### src/rtl/keypad_pkg.sv
// Shared definitions for the 4x4 keypad scanner: internal key code
// encoding, idle row drive and the row-select helper.
package keypad_pkg;

   // Width of the external key code (row*4 + col).
   localparam int KEY_W = 4;

   // Internal code carries a "no key" flag in the MSB.
   localparam int CODE_W = KEY_W + 1;
   localparam logic [CODE_W-1:0] KEY_NONE = 5'b1_0000;

   // All rows released (no row driven low).
   localparam logic [3:0] ROW_IDLE = 4'hF;

   // Active-low one-hot drive for the given row index.
   function automatic logic [3:0] row_select(input logic [1:0] row);
      return ~(4'b0001 << row);
   endfunction

endpackage

### src/rtl/keypad_debounce.sv
// Frame-level debounce filter for the keypad scanner. A frame value must
// repeat on DEBOUNCE_SCANS consecutive frame ends before it replaces the
// accepted value; a newly accepted key produces a one-cycle pulse.
// Optional auto-repeat is built when KEYPAD_AUTOREPEAT_EN is defined.
module keypad_debounce
   import keypad_pkg::*;
#(
   parameter int DEBOUNCE_SCANS = 4,
   parameter int REPEAT_DELAY   = 50,
   parameter int REPEAT_PERIOD  = 10
) (
   input  logic              clk,
   input  logic              rst,
   input  logic              en,
   input  logic              frame_end,
   input  logic [CODE_W-1:0] frame_code,
   output logic              accept,
   output logic [CODE_W-1:0] accepted,
   output logic [KEY_W-1:0]  key_code
);

   localparam int STB_W = $clog2(DEBOUNCE_SCANS + 1);
   localparam logic [STB_W-1:0] STB_MAX = STB_W'(DEBOUNCE_SCANS);

   logic [CODE_W-1:0] cand_r;
   logic [STB_W-1:0]  stable_r;
   logic [STB_W-1:0]  stable_next_s;
   logic              take_s;
   logic              rep_fire_s;

   // Next stability count and whether this frame end promotes the candidate.
   always_comb begin
      stable_next_s = stable_r;
      take_s        = 1'b0;
      if (frame_code == cand_r) begin
         if (stable_r == STB_MAX) begin
            stable_next_s = STB_MAX;
         end else begin
            stable_next_s = stable_r + STB_W'(1);
         end
      end else begin
         stable_next_s = STB_W'(1);
      end
      take_s = frame_end && (stable_next_s == STB_MAX) && (frame_code != accepted);
   end

`ifdef KEYPAD_AUTOREPEAT_EN
   logic [15:0] rep_cnt_r;
   logic        rep_periodic_r;
   logic [15:0] rep_target_s;
   logic        held_s;

   // Repeat fires when the held-frame count reaches the current target.
   always_comb begin
      rep_target_s = rep_periodic_r ? 16'(REPEAT_PERIOD) : 16'(REPEAT_DELAY);
      held_s       = !accepted[CODE_W-1] && (frame_code == accepted);
      if (frame_end && !take_s && held_s) begin
         rep_fire_s = ((rep_cnt_r + 16'd1) == rep_target_s);
      end else begin
         rep_fire_s = 1'b0;
      end
   end

   // Count frame ends while the accepted key stays held; clear otherwise.
   always_ff @(posedge clk or posedge rst) begin
      if (rst) begin
         rep_cnt_r      <= 16'd0;
         rep_periodic_r <= 1'b0;
      end else if (!en) begin
         rep_cnt_r      <= 16'd0;
         rep_periodic_r <= 1'b0;
      end else if (frame_end) begin
         if (take_s || !held_s) begin
            rep_cnt_r      <= 16'd0;
            rep_periodic_r <= 1'b0;
         end else if (rep_fire_s) begin
            rep_cnt_r      <= 16'd0;
            rep_periodic_r <= 1'b1;
         end else begin
            rep_cnt_r      <= rep_cnt_r + 16'd1;
         end
      end
   end
`else
   logic [31:0] unused_repeat_cfg_s;
   assign unused_repeat_cfg_s = 32'(REPEAT_DELAY + REPEAT_PERIOD);
   assign rep_fire_s = 1'b0;
`endif

   // Candidate tracking, acceptance and the one-cycle key pulse.
   always_ff @(posedge clk or posedge rst) begin
      if (rst) begin
         cand_r   <= KEY_NONE;
         stable_r <= '0;
         accepted <= KEY_NONE;
         accept   <= 1'b0;
         key_code <= 4'd0;
      end else if (!en) begin
         cand_r   <= KEY_NONE;
         stable_r <= '0;
         accepted <= KEY_NONE;
         accept   <= 1'b0;
      end else begin
         accept <= 1'b0;
         if (frame_end) begin
            cand_r   <= frame_code;
            stable_r <= stable_next_s;
            if (take_s) begin
               accepted <= frame_code;
               if (!frame_code[CODE_W-1]) begin
                  accept   <= 1'b1;
                  key_code <= frame_code[KEY_W-1:0];
               end
            end else if (rep_fire_s) begin
               accept <= 1'b1;
            end
         end
      end
   end

endmodule

### src/rtl/keypad_scan_unit.sv
// 4x4 matrix keypad scanner. Drives one row low per dwell period, samples
// the synchronised active-low columns at the end of each dwell, reduces a
// whole frame to the lowest pressed key code and hands it to the debounce
// filter. Auto-repeat is enabled by defining KEYPAD_AUTOREPEAT_EN.
module keypad_scan_unit
   import keypad_pkg::*;
#(
   parameter int SCAN_DIV       = 100000,
   parameter int DEBOUNCE_SCANS = 4,
   parameter int REPEAT_DELAY   = 50,
   parameter int REPEAT_PERIOD  = 10
) (
   input  logic             clk,
   input  logic             rst,
   input  logic             en,
   input  logic [3:0]       col_in,
   output logic [3:0]       row_out,
   output logic [KEY_W-1:0] key_code,
   output logic             key_valid,
   output logic             key_down
);

   localparam int CNT_W = (SCAN_DIV > 1) ? $clog2(SCAN_DIV) : 1;
   localparam logic [CNT_W-1:0] CNT_LAST = CNT_W'(SCAN_DIV - 1);

   logic [3:0]        col_meta_r;
   logic [3:0]        col_sync_r;
   logic [CNT_W-1:0]  count_r;
   logic [1:0]        row_r;
   logic [3:0]        row_out_r;
   logic [CODE_W-1:0] frame_acc_r;
   logic              tick_s;
   logic              frame_end_s;
   logic [CODE_W-1:0] row_hit_s;
   logic [CODE_W-1:0] base_s;
   logic [CODE_W-1:0] frame_code_s;
   logic [CODE_W-1:0] accepted_s;

   assign tick_s      = en && (count_r == CNT_LAST);
   assign frame_end_s = tick_s && (row_r == 2'd3);

   // Two-flop synchroniser for the asynchronous column inputs.
   always_ff @(posedge clk or posedge rst) begin
      if (rst) begin
         col_meta_r <= 4'hF;
         col_sync_r <= 4'hF;
      end else begin
         col_meta_r <= col_in;
         col_sync_r <= col_meta_r;
      end
   end

   // Lowest low column of the current row, and the running frame value.
   always_comb begin
      casez (col_sync_r)
         4'b???0: row_hit_s = {1'b0, row_r, 2'd0};
         4'b??01: row_hit_s = {1'b0, row_r, 2'd1};
         4'b?011: row_hit_s = {1'b0, row_r, 2'd2};
         4'b0111: row_hit_s = {1'b0, row_r, 2'd3};
         default: row_hit_s = KEY_NONE;
      endcase
      base_s       = (row_r == 2'd0) ? KEY_NONE : frame_acc_r;
      frame_code_s = base_s[CODE_W-1] ? row_hit_s : base_s;
   end

   // Dwell counter, row index, registered row drive and frame accumulator.
   always_ff @(posedge clk or posedge rst) begin
      if (rst) begin
         count_r     <= '0;
         row_r       <= 2'd0;
         row_out_r   <= ROW_IDLE;
         frame_acc_r <= KEY_NONE;
      end else if (!en) begin
         count_r     <= '0;
         row_r       <= 2'd0;
         row_out_r   <= ROW_IDLE;
         frame_acc_r <= KEY_NONE;
      end else if (tick_s) begin
         count_r     <= '0;
         row_r       <= row_r + 2'd1;
         row_out_r   <= row_select(row_r + 2'd1);
         frame_acc_r <= frame_code_s;
      end else begin
         count_r     <= count_r + CNT_W'(1);
         row_out_r   <= row_select(row_r);
      end
   end

   keypad_debounce #(
      .DEBOUNCE_SCANS (DEBOUNCE_SCANS),
      .REPEAT_DELAY   (REPEAT_DELAY),
      .REPEAT_PERIOD  (REPEAT_PERIOD)
   ) u_debounce (
      .clk        (clk),
      .rst        (rst),
      .en         (en),
      .frame_end  (frame_end_s),
      .frame_code (frame_code_s),
      .accept     (key_valid),
      .accepted   (accepted_s),
      .key_code   (key_code)
   );

   assign row_out  = row_out_r;
   assign key_down = ~accepted_s[CODE_W-1];

endmodule
### config.mk
export PLATFORM = sky130hd
export DESIGN_NAME = keypad_scan_unit
export DESIGN_NICKNAME = d
export VERILOG_FILES = /design/src/rtl/keypad_pkg.sv /design/src/rtl/keypad_debounce.sv /design/src/rtl/keypad_scan_unit.sv
export SDC_FILE = /design/constraint.sdc
export NUM_CORES = 1
export LEC_CHECK = 0
export BUFFER_PORTS_ARGS = -buffer_cell sky130_fd_sc_hd__buf_2
export CAP_MARGIN = 20
export CORE_UTILIZATION = 59
export CTS_BUF_LIST = sky130_fd_sc_hd__clkbuf_2 sky130_fd_sc_hd__clkbuf_4 sky130_fd_sc_hd__clkbuf_8
export CTS_CLUSTER_DIAMETER = 120
export DETAILED_ROUTE_END_ITERATION = 16
export PLACE_DENSITY = 0.74
export SYNTH_ARGS = -nofsm -noshare
export SYNTH_HDL_FRONTEND = slang
export SYNTH_SLANG_ARGS = --single-unit
export TNS_END_PERCENT = 30
### constraint.sdc
create_clock -name clk -period 3.1 [get_ports clk]
set_clock_uncertainty 0.1 [all_clocks]
set_input_delay 0.775 -clock clk [delete_from_list [all_inputs] [get_ports clk]]
set_output_delay 0.775 -clock clk [all_outputs]
set_load 0.005 [all_outputs]
Word-level counts from Yosys, hierarchy flattened
Cells that the tools add are included.
- add/sub/neg operators: 3
- equal/unequal tests: 12
- shift-type cells: 2
- mux-type cells: 24
- bitwise gates (word level): 5
- reductions and logical operators: 7
- operators with widths (operator ; count):
    two-way mux 5 bit ; 9
    two-way mux 17 bit ; 2
    one-hot mux 5 bit (4 select lines) ; 1
    adder 17 x 1 -> 17 bit, second input constant ; 1
    equality test 17 bit, second input constant ; 1
    two-way mux 3 bit ; 4
    two-way mux 4 bit ; 2
    NOT 4 bit ; 2
    << shifter 1 x 2 -> 4 bit, first input constant ; 2
    equality test 3 bit, second input constant ; 2
    != test 2 x 1 -> 1 bit, second input constant ; 3
    equality test 5 bit ; 1
    != test 5 bit ; 1
    equality test 4 x 3 -> 1 bit, second input constant ; 1
    logical AND 1 bit ; 4
    two-way mux 1 bit ; 4
    two-way mux 2 bit ; 2
    AND reduction 4 bit ; 1
    adder 3 x 1 -> 3 bit, second input constant ; 1
    equality test 3 x 2 -> 1 bit, second input constant ; 1
    NOT 1 bit ; 3
    adder 2 x 1 -> 2 bit, second input constant ; 1
    equality test 2 x 1 -> 1 bit, second input constant ; 1
    equality test 2 bit, second input constant ; 1
    other kinds (2) ; 2
- register bits after elaboration: 54
- input bits: 7
- output and inout port bits: 10

Longest topological paths before layout
Gate-level depths: netlist of the first run.
- depth after elaboration: 11
- gate-level depth with buffers: 9

Modules after synthesis
Synthesis of the first run repeated with hierarchy kept, for this count alone.
- cell total of the unflattened synthesis: 234
- area, all modules: 2667.6 sq um
- by module, submodules not included (module ; instances ; cells an instance ; area an instance (sq um)):
    keypad_scan_unit ; 1 ; 149 ; 1705.4
    keypad_debounce ; 1 ; 85 ; 962.2

Worst setup path before layout of the first run
OpenSTA, ideal clock, no wires.
- path type: register to register
- from: register row_r[0]
- to: register u_debounce.key_code[3]
- setup time: 0.125 ns
- data arrival time: 2.473 ns
- slack: 0.402 ns
- cell stages (with the launch flop): 10
- path buffers: 1
- clock period less this slack: 2.698 ns
- cells stage by stage: dfrtp_1 inv_1 ha_1 buf_6 nor3b_4 a31oi_4 xnor2_1 or4_4 o2111ai_2 mux2_4
- cells in the longest elaborated chain, start to end: 9
- elaborated cells on any way between the ends: 14
- classes of those cells: eq/ne: 4; mux: 4; bitwise: 1; reduce/logical: 5
- ends and longest elaborated chain (element ; line ; text):
    from (decl) ; keypad_scan_unit.sv:29 ; logic [1:0] row_r;
    from (signal assigned) ; keypad_scan_unit.sv:80 ; row_r <= row_r + 2'd1;
    zero test 2 bit ; keypad_scan_unit.sv:62 ; base_s = (row_r == 2'd0) ? KEY_NONE : frame_acc_r;
    two-way mux 5 bit ; keypad_scan_unit.sv:62 ;
    two-way mux 5 bit ; keypad_scan_unit.sv:63 ; frame_code_s = base_s[CODE_W-1] ? row_hit_s : base_s;
    equality test 5 bit ; keypad_debounce.sv:35 ; if (frame_code == cand_r) begin
    two-way mux 3 bit ; keypad_debounce.sv:35 ;
    equality test 3 bit ; keypad_debounce.sv:44 ; take_s = frame_end && (stable_next_s == STB_MAX) && (frame_code != accepted);
    logical AND 1 bit (2 in a row) ; keypad_debounce.sv:44 ;
    AND reduction 4 bit (no source line) ; -- ;
    to (signal assigned) ; keypad_debounce.sv:112 ; key_code <= frame_code[KEY_W-1:0];
    to (decl) ; keypad_debounce.sv:19 ; output logic [KEY_W-1:0] key_code
Parallel ways exist; a longest one is shown, timed or not.
A chain may end at the register's enable or synchronous reset.

Worst setup path in the final report of the first run
- from: register row_r[0]
- to: register u_debounce.key_code[2]
Same word-level chain as after synthesis.

==> key figures, run 1 <==
Cells and area
  • FF+latch area: around 0.0014 mm^2
  • Nets: between 300 and 400
  • Final instance area: approximately 0.0033 mm^2
  • Share of cells above drive strength 1: 0.255
  • Layout Area Growth over Synthesis: 9.65%
  • Multi-input gate area: 0.00152 mm^2
  • Filler Cell Count: between 300 and 400
  • Ant diodes: 0

Clock network
  • Post-cts resize count: 0
  • Clock Pin Slew Worst Setup and Hold Paths: 100 ps
  • CTS root buf: clkbuf_8
  • Post-CTS Setup Repair Bufs: 0
  • CTS tree: done
  • H-tree Lvls: 2
  • CTS Buffer Depth: 2
  • Total CTS buffers: 5
  • # clock sinks: 54
  • Skew-Pair Late Insertion Delay: 310 ps
  • Hold bufs inserted after CTS: 0

Route
  • DR vias/cell: 5.68
  • DR vias: about 2.1k
  • Detailed Route Iter0 Violations: 117
  • Top sig layer: met4
  • Met1 WL: approximately 2800 um
  • DR WL/cell: between 10 and 15 um
  • DR DRC count: 0
  • Metal3 WL: 194 um
  • WL final: 5580 um
  • Drt pass-1 iters: 4
  • Routed Antenna Nets: 0
  • WL met2: approximately 2500 um

Synthesis
  • Synth warn: 0
  • Sequential fraction of the synthesis area: 0.459
  • Synth top area cells: dfrtp_1 (33%), dfstp_2 (13%), nand2_1 (4.7%), ha_1 (3.8%), xnor2_1 (2.9%)
  • Yosys top cell area share: 0.327
  • Cells after Synth: roughly 290
  • Post-synth EDFFs: 0
  • Async SR Flop Fraction: 1.00
  • FF+latch count, synth: 54
  • Synthesized net count: 301
  • Area leader, netlist: dfrtp_1
  • Commonest register cell after synthesis: dfrtp_1
  • Commonest cells post-synth: dfrtp_1 (39), nand2_1 (37), nor2_1 (20)
  • Unique masters post-synth: between 60 and 70
  • Top-count cell post-synth: dfrtp_1
  • Synthesized area: between 0.002 and 0.003 mm^2
  • Syn Area/Cell: roughly 10 um^2

Power
  • Max rail drop VDD: approximately 0.36 mV
  • Cell Pwr Density: approximately 370 mW/mm^2
  • Lkg Pwr: 0.00142 uW

GRT
  • Vias in the first global route: approximately 2.0k
  • Initial antenna violation count: 0
  • First-pass GRT wire length: between 9000 and 10000 um
  • GRT Total Usage: 0.233
  • Largest net degree at the start of global routing: 31
  • Total grt overflow: 0

STA
  • RSZ-0062 raised after global routing: no
  • Tcrit/Tclk final: 0.933
  • Final hold viol count: 0
  • Hold slack: about 220 ps
  • Final setup violation count: 0
  • Fin crit period: around 2900 ps
  • Rel. slew slack: 0.518
  • Final Max Slew Viols: 0
  • Fmax: roughly 350 MHz
  • Worst Max-Slew Pin Slew: roughly 720 ps
  • Total negative slack: 0 ps

Floorplan
  • IO Pins: 17
  • Die width: between 70 and 80 um
  • CORE AREA: about 0.0048 mm^2
  • Initial core utilization: 0.623
  • Full die area: 0.00534 mm^2
  • Die height: around 73 um
  • Row count: 25

Placement
  • Placed cell areas: around 0.0032 mm^2
  • HPWL Detailed: between 4000 and 5000 um
  • GP Congestion: roughly 0.90
  • IO Port Bufs: 16

Flow run
  • Max_cap viols: 0

Worst setup path
  • Worst Setup End Kind: register
  • Kind of critical path: reg -> reg
  • Critical Path Start Type: register
  • Required time of the critical path: between 3000 and 4000 ps
  • Maximum fanout along the worst path: 12
  • Crit path DAT: about 3000 ps

Hold path
  • Min-delay worst type: in -> async

Status
  • Status: finished clean
stage by stage:
stage	cells	power, uW	setup slack, ps	utilization
after global routing	377	1260	45.7	0.683
after detailed placement	368	801	108	0.660
after floorplan	285	782	402	-
after CTS	376	1220	80.9	0.680
final	377	1210	207	0.683
after global placement	368	799	180	0.660
routing by layer:
| layer | vias up | global-route usage |
|---|---|---|
| li1 | 1056 | - |
| met1 | 1041 | 0.325 |
| met2 | 37 | 0.362 |
| met3 | 9 | 0.0456 |
| met4 | 0 | 0.0828 |
| met5 | - | 0 |
area by class of cell:
cell class / count / area share
clock buffers: 7 / 0.0275
inverters: 12 / 0.0138
flip-flops and latches: 54 / 0.419
clock inverters: 1 / 0.00268
multi-input cells: 210 / 0.464
repair buffers: 26 / 0.0474
well taps: 67 / 0.0256
where the power goes:
group	leakage [uW]	switching, uW	internal, uW	total [uW]
registers	0.000700	8.13	718	727
logic	0.000668	39.8	21.0	60.9
clock network	0.0000523	227	194	421
total	0.00142	275	933	1210
worst paths after layout:
kind	start	to	slack, ps	cells past startpoint
setup / recovery	row_r[0]	u_debounce.key_code[2]	210	8
hold / removal	rst	u_debounce.key_code[0]	220	2
min in group clk	col_meta_r[0]	col_sync_r[0]	260	0
hold reg to reg	col_meta_r[0]	col_sync_r[0]	260	0
max in group asynchronous	rst	col_meta_r[0]	2080	3
setup reg to reg	row_r[0]	u_debounce.key_code[2]	210	8
critical path, stage by stage, from the launching register on:
cell       delay [ps]
dfrtp_1           470
inv_1             160
ha_2              310
o21a_1            250
a211oi_1          300
o2111ai_1         270
nor4_4            420
o211ai_1          260
o2bb2ai_1         260
state kept, by name, indices dropped and copies added, names as in the netlist, 3 cells and up:
register and cells:
u_debounce.key_code 4, count_r 17, row_out 4, u_debounce.stable_r 3
frame_acc_r 5, u_debounce.accepted 5, u_debounce.cand_r 5, col_sync_r 4
col_meta_r 4
layout by cell type (no fill, tap or decap), types with 2 or more instances in the layout:
cell and count:
a21oi_1 7, mux2_2 5, o2bb2ai_1 5, nor2_1 20, mux2_4 2, nor4b_1 2
a21boi_0 5, nand2_1 37, buf_4 10, nor2_4 2, dfstp_2 15, ha_1 8
buf_2 16, nor3_1 3, xnor2_1 10, a21o_2 2, clkbuf_8 6, nand3_1 9
nor2b_1 2, xor2_1 8, and3_1 4, o21ai_0 12, o21ai_1 2, mux2i_1 7
and2_1 7, o211ai_1 4, and4_1 2, nor4_2 2, a211oi_1 4, nand4_1 4
or3_1 5, a31oi_1 2, dfrtp_1 39, inv_1 11
cell families (layout without fill, tap and decap cells):
family	count (synthesis)	in the layout	share of synthesized area
xor+xnor	18	18	0.0529
compound gates	53	53	0.134
fa+ha+maj	9	9	0.0378
simple gates	116	116	0.229
flops	54	54	0.459
buf+inv	21	46	0.0344
mux	14	14	0.0524
Power figures use the tool's default switching activity.
==> run 2: changes to the inputs <==
--- a/config.mk
+++ b/config.mk
@@ -14,5 +14,6 @@
 export PLACE_DENSITY = 0.74
 export SYNTH_ARGS = -nofsm -noshare
 export SYNTH_HDL_FRONTEND = slang
+export SYNTH_HIERARCHICAL = 1
 export SYNTH_SLANG_ARGS = --single-unit
 export TNS_END_PERCENT = 30
==> run 2 against run 1 <==
Compared with the run above:
- sequential share of layout area increased by 5.5 points
- sequential cell count did not move
- die area decreased by 10%
- setup slack worse by 2.3 ps
- register-to-register slack hardly changed
- worst hold slack improved by 38 ps
- cell area shrank 12%
- via count decreased by 19%
- fmax about the same
- global-route usage decreased by 1.3 points
- critical endpoint is now u_debounce/key_code[2]
==> key figures, run 2 <==
Placement
  • Placed cell areas: 0.00280 mm^2 (-11%)
  • HPWL Detailed: 3430 um (-16%)
  • IO Port Bufs: 16 (unchanged)
  • GP Congestion: 0.822 (-8.6%)

Synthesis
  • Commonest register cell after synthesis: dfrtp_1
  • Async SR Flop Fraction: 1.00 (unchanged)
  • Post-synth EDFFs: 0 (unchanged)
  • Area leader, netlist: dfrtp_1
  • Synth warn: 6 (+6)
  • FF+latch count, synth: 54 (unchanged)
  • Commonest cells post-synth: dfrtp_1 (39), nand2_1 (21), nor2_1 (21)
  • Sequential fraction of the synthesis area: 0.514 (+0.0543)
  • Syn Area/Cell: 11.4 um^2 (+8.9%)
  • Yosys top cell area share: 0.366 (+0.0387)
  • Synth top area cells: dfrtp_1 (37%), dfstp_2 (15%), xor2_1 (6.2%), ha_1 (4.2%), mux2i_1 (3.4%)
  • Cells after Synth: 234 (-18%)
  • Synthesized area: 0.00267 mm^2 (-11%)
  • Top-count cell post-synth: dfrtp_1
  • Synthesized net count: 250 (-17%)
  • Unique masters post-synth: 45 (-27%)

Floorplan
  • Initial core utilization: 0.613 (-0.0106)
  • Die width: 69.2 um (-5.3%)
  • Full die area: 0.00479 mm^2 (-10%)
  • Row count: 24 (-4.0%)
  • Die height: 69.2 um (-5.3%)
  • CORE AREA: 0.00435 mm^2 (-9.0%)
  • IO Pins: 17 (unchanged)

Route
  • DR DRC count: 0 (unchanged)
  • Routed Antenna Nets: 0 (unchanged)
  • DR vias/cell: 5.65 (-0.64%)
  • Detailed Route Iter0 Violations: 112 (-4.3%)
  • DR WL/cell: 15.3 um (+3.3%)
  • DR vias: 1734 (-19%)
  • Drt pass-1 iters: 4 (unchanged)
  • WL final: 4700 um (-16%)

Hold path
  • Min-delay worst type: reg -> reg

Worst setup path
  • Most used cell, CP: buf_4
  • Slowest CP cell: dfrtp_2
  • Worst Setup End Kind: register
  • Worst R2R Path Depth: 11 (+3)
  • Crit path DAT: 2990 ps (-20 ps)
  • Maximum fanout along the worst path: 9 (-3)
  • Kind of critical path: reg -> reg
  • Crit path to: u_debounce/key_code[2]
  • Worst path cell trace: inv_1 -> ha_1 -> nor2_1 -> buf_4 -> o21ai_0 -> buf_4 -> xor2_1 -> nor3_2 -> a2111oi_4 -> nand4b_4 -> mux2_1
  • CP max stage delay: 450 ps (-20 ps)
  • Reg2reg setup slack: 210 ps (about the same)
  • Critical Path Start Type: register
  • Crit path from: row_r[0]
  • Required time of the critical path: 3200 ps (-20 ps)
  • Critical path depth: 11 (+3)
  • Reg2reg start: row_r[0]
  • Critical path buffers and inverters: 3 (+2)
  • Largest delay share family, worst path: compound AO/OA/AOI/OAI gates
  • RR Endpoint: u_debounce/key_code[2]

STA
  • RSZ-0062 raised after global routing: no
  • Final setup violation count: 0 (unchanged)
  • Total negative slack: 0 ps (unchanged)
  • Final Max Slew Viols: 0 (unchanged)
  • Tcrit/Tclk final: 0.934 (about the same)
  • Worst Max-Slew Pin Slew: 704 ps (-12.2 ps)
  • Fmax: 345 MHz (about the same)
  • Fin crit period: 2890 ps (+2.35 ps)
  • Final hold viol count: 0 (unchanged)
  • Rel. slew slack: 0.530 (+0.0117)

Clock network
  • Clock Pin Slew Worst Setup and Hold Paths: 90 ps (about the same)
  • CTS root buf: clkbuf_8
  • Total CTS buffers: 5 (unchanged)
  • Skew-Pair Late Insertion Delay: 310 ps (about the same)
  • # clock sinks: 54 (unchanged)
  • CTS tree: done
  • H-tree Lvls: 2 (unchanged)
  • CTS Buffer Depth: 2 (unchanged)
  • Hold bufs inserted after CTS: 0 (unchanged)

Power
  • Max rail drop VDD: 0.342 mV (-5.5%)
  • Lkg Pwr: 0.00135 uW (-5.0%)
  • Cell Pwr Density: 409 mW/mm^2 (+11%)

GRT
  • Largest net degree at the start of global routing: 23 (-26%)
  • Total grt overflow: 0 (unchanged)
  • GRT Total Usage: 0.221 (-0.0126)
  • First-pass GRT wire length: 8340 um (-12%)
  • Vias in the first global route: 1710 (-16%)
  • Initial antenna violation count: 0 (unchanged)

Flow run
  • Max_cap viols: 0 (unchanged)

Cells and area
  • Layout Area Growth over Synthesis: 8.49%
  • Final instance area: 0.00289 mm^2 (-12%)
  • Most common cell after layout, fill and taps aside: dfrtp_1
  • Share of cells above drive strength 1: 0.247 (-0.00778)
  • Ant diodes: 0 (unchanged)
  • Biggest register: count_r
  • Max reg flops: 17 (unchanged)
  • Nets: 270 (-17%)
  • Most frequent cells in the layout: dfrtp_1 (38), nor2_1 (21), nand2_1 (21), xor2_1 (19), buf_2 (16)

Status
  • Status: finished clean
-- run 2: worst register-to-register path, stage by stage (launching register included) --
cell and delay, ps:
dfrtp_2 450, inv_1 160, ha_1 190, nor2_1 50, buf_4 160, o21ai_0 260
buf_4 210, xor2_1 180, nor3_2 80, a2111oi_4 370, nand4b_4 220, mux2_1 360
-- run 2: worst min-delay path by stage --
| stage | from | to | slack (ps) | depth (start not counted) |
|---|---|---|---|---|
| after global routing | col_meta_r[2] | col_sync_r[2] | 270 | 0 |
| after global placement | col_meta_r[0] | col_sync_r[0] | 250 | 0 |
| after detailed placement | col_meta_r[1] | col_sync_r[1] | 250 | 0 |
| after CTS | col_meta_r[1] | col_sync_r[1] | 260 | 0 |
| final | col_meta_r[1] | col_sync_r[1] | 260 | 0 |
| after floorplan | col_meta_r[0] | col_sync_r[0] | 250 | 0 |
-- run 2: per-stage QoR --
step	cells	setup slack [ps]	util	hold WS, ps	power [uW]
after floorplan	234	342	-	245	773
after global placement	299	280	0.643	246	790
after detailed placement	299	134	0.643	247	792
after CTS	307	113	0.664	260	1200
after global routing	307	8.09	0.665	265	1240
final	307	205	0.665	259	1180
-- run 2: repair_timing --
item | CTS | global route
setup buffers | 0 | 0
endpoints found under the hold margin | 0 | 0
resized for setup | 0 | 3
setup endpoints to repair | 0 | 5
-- run 2: where the power goes --
part / internal [uW] / total, uW / switching [uW] / leakage [uW]
registers: 718 / 724 / 5.90 / 0.000699
logic: 16.3 / 53.2 / 36.9 / 0.000599
clock network: 189 / 405 / 216 / 0.0000517
-- run 2: logic make-up after synthesis --
| family | after synthesis | share of synthesized area |
|---|---|---|
| adders and majority gates | 9 | 0.0422 |
| AOI/OAI and AO/OA | 28 | 0.0826 |
| xor gates and xnor gates | 25 | 0.0821 |
| DFF | 54 | 0.514 |
| buffers and inverters | 22 | 0.0469 |
| and+or+nand+nor | 83 | 0.179 |
| muxes | 13 | 0.0535 |
-- run 2: cell type report --
cell class	count	area, um^2
clock buffer	7	90.1
clock inverter	1	5.00
fill	346	1460
inverter	12	45.0
multi-input combinational	158	1170
sequential	54	1370
tap	52	65.1
timing repair buffer	23	145
-- run 2: routing by layer --
metal	track usage	wire length, um	part of all wire
met1	0.336	2430	0.52
met2	0.316	2070	0.44
met3	0.0480	144	0.031
met4	0.0703	57	0.012
met5	0	0	0
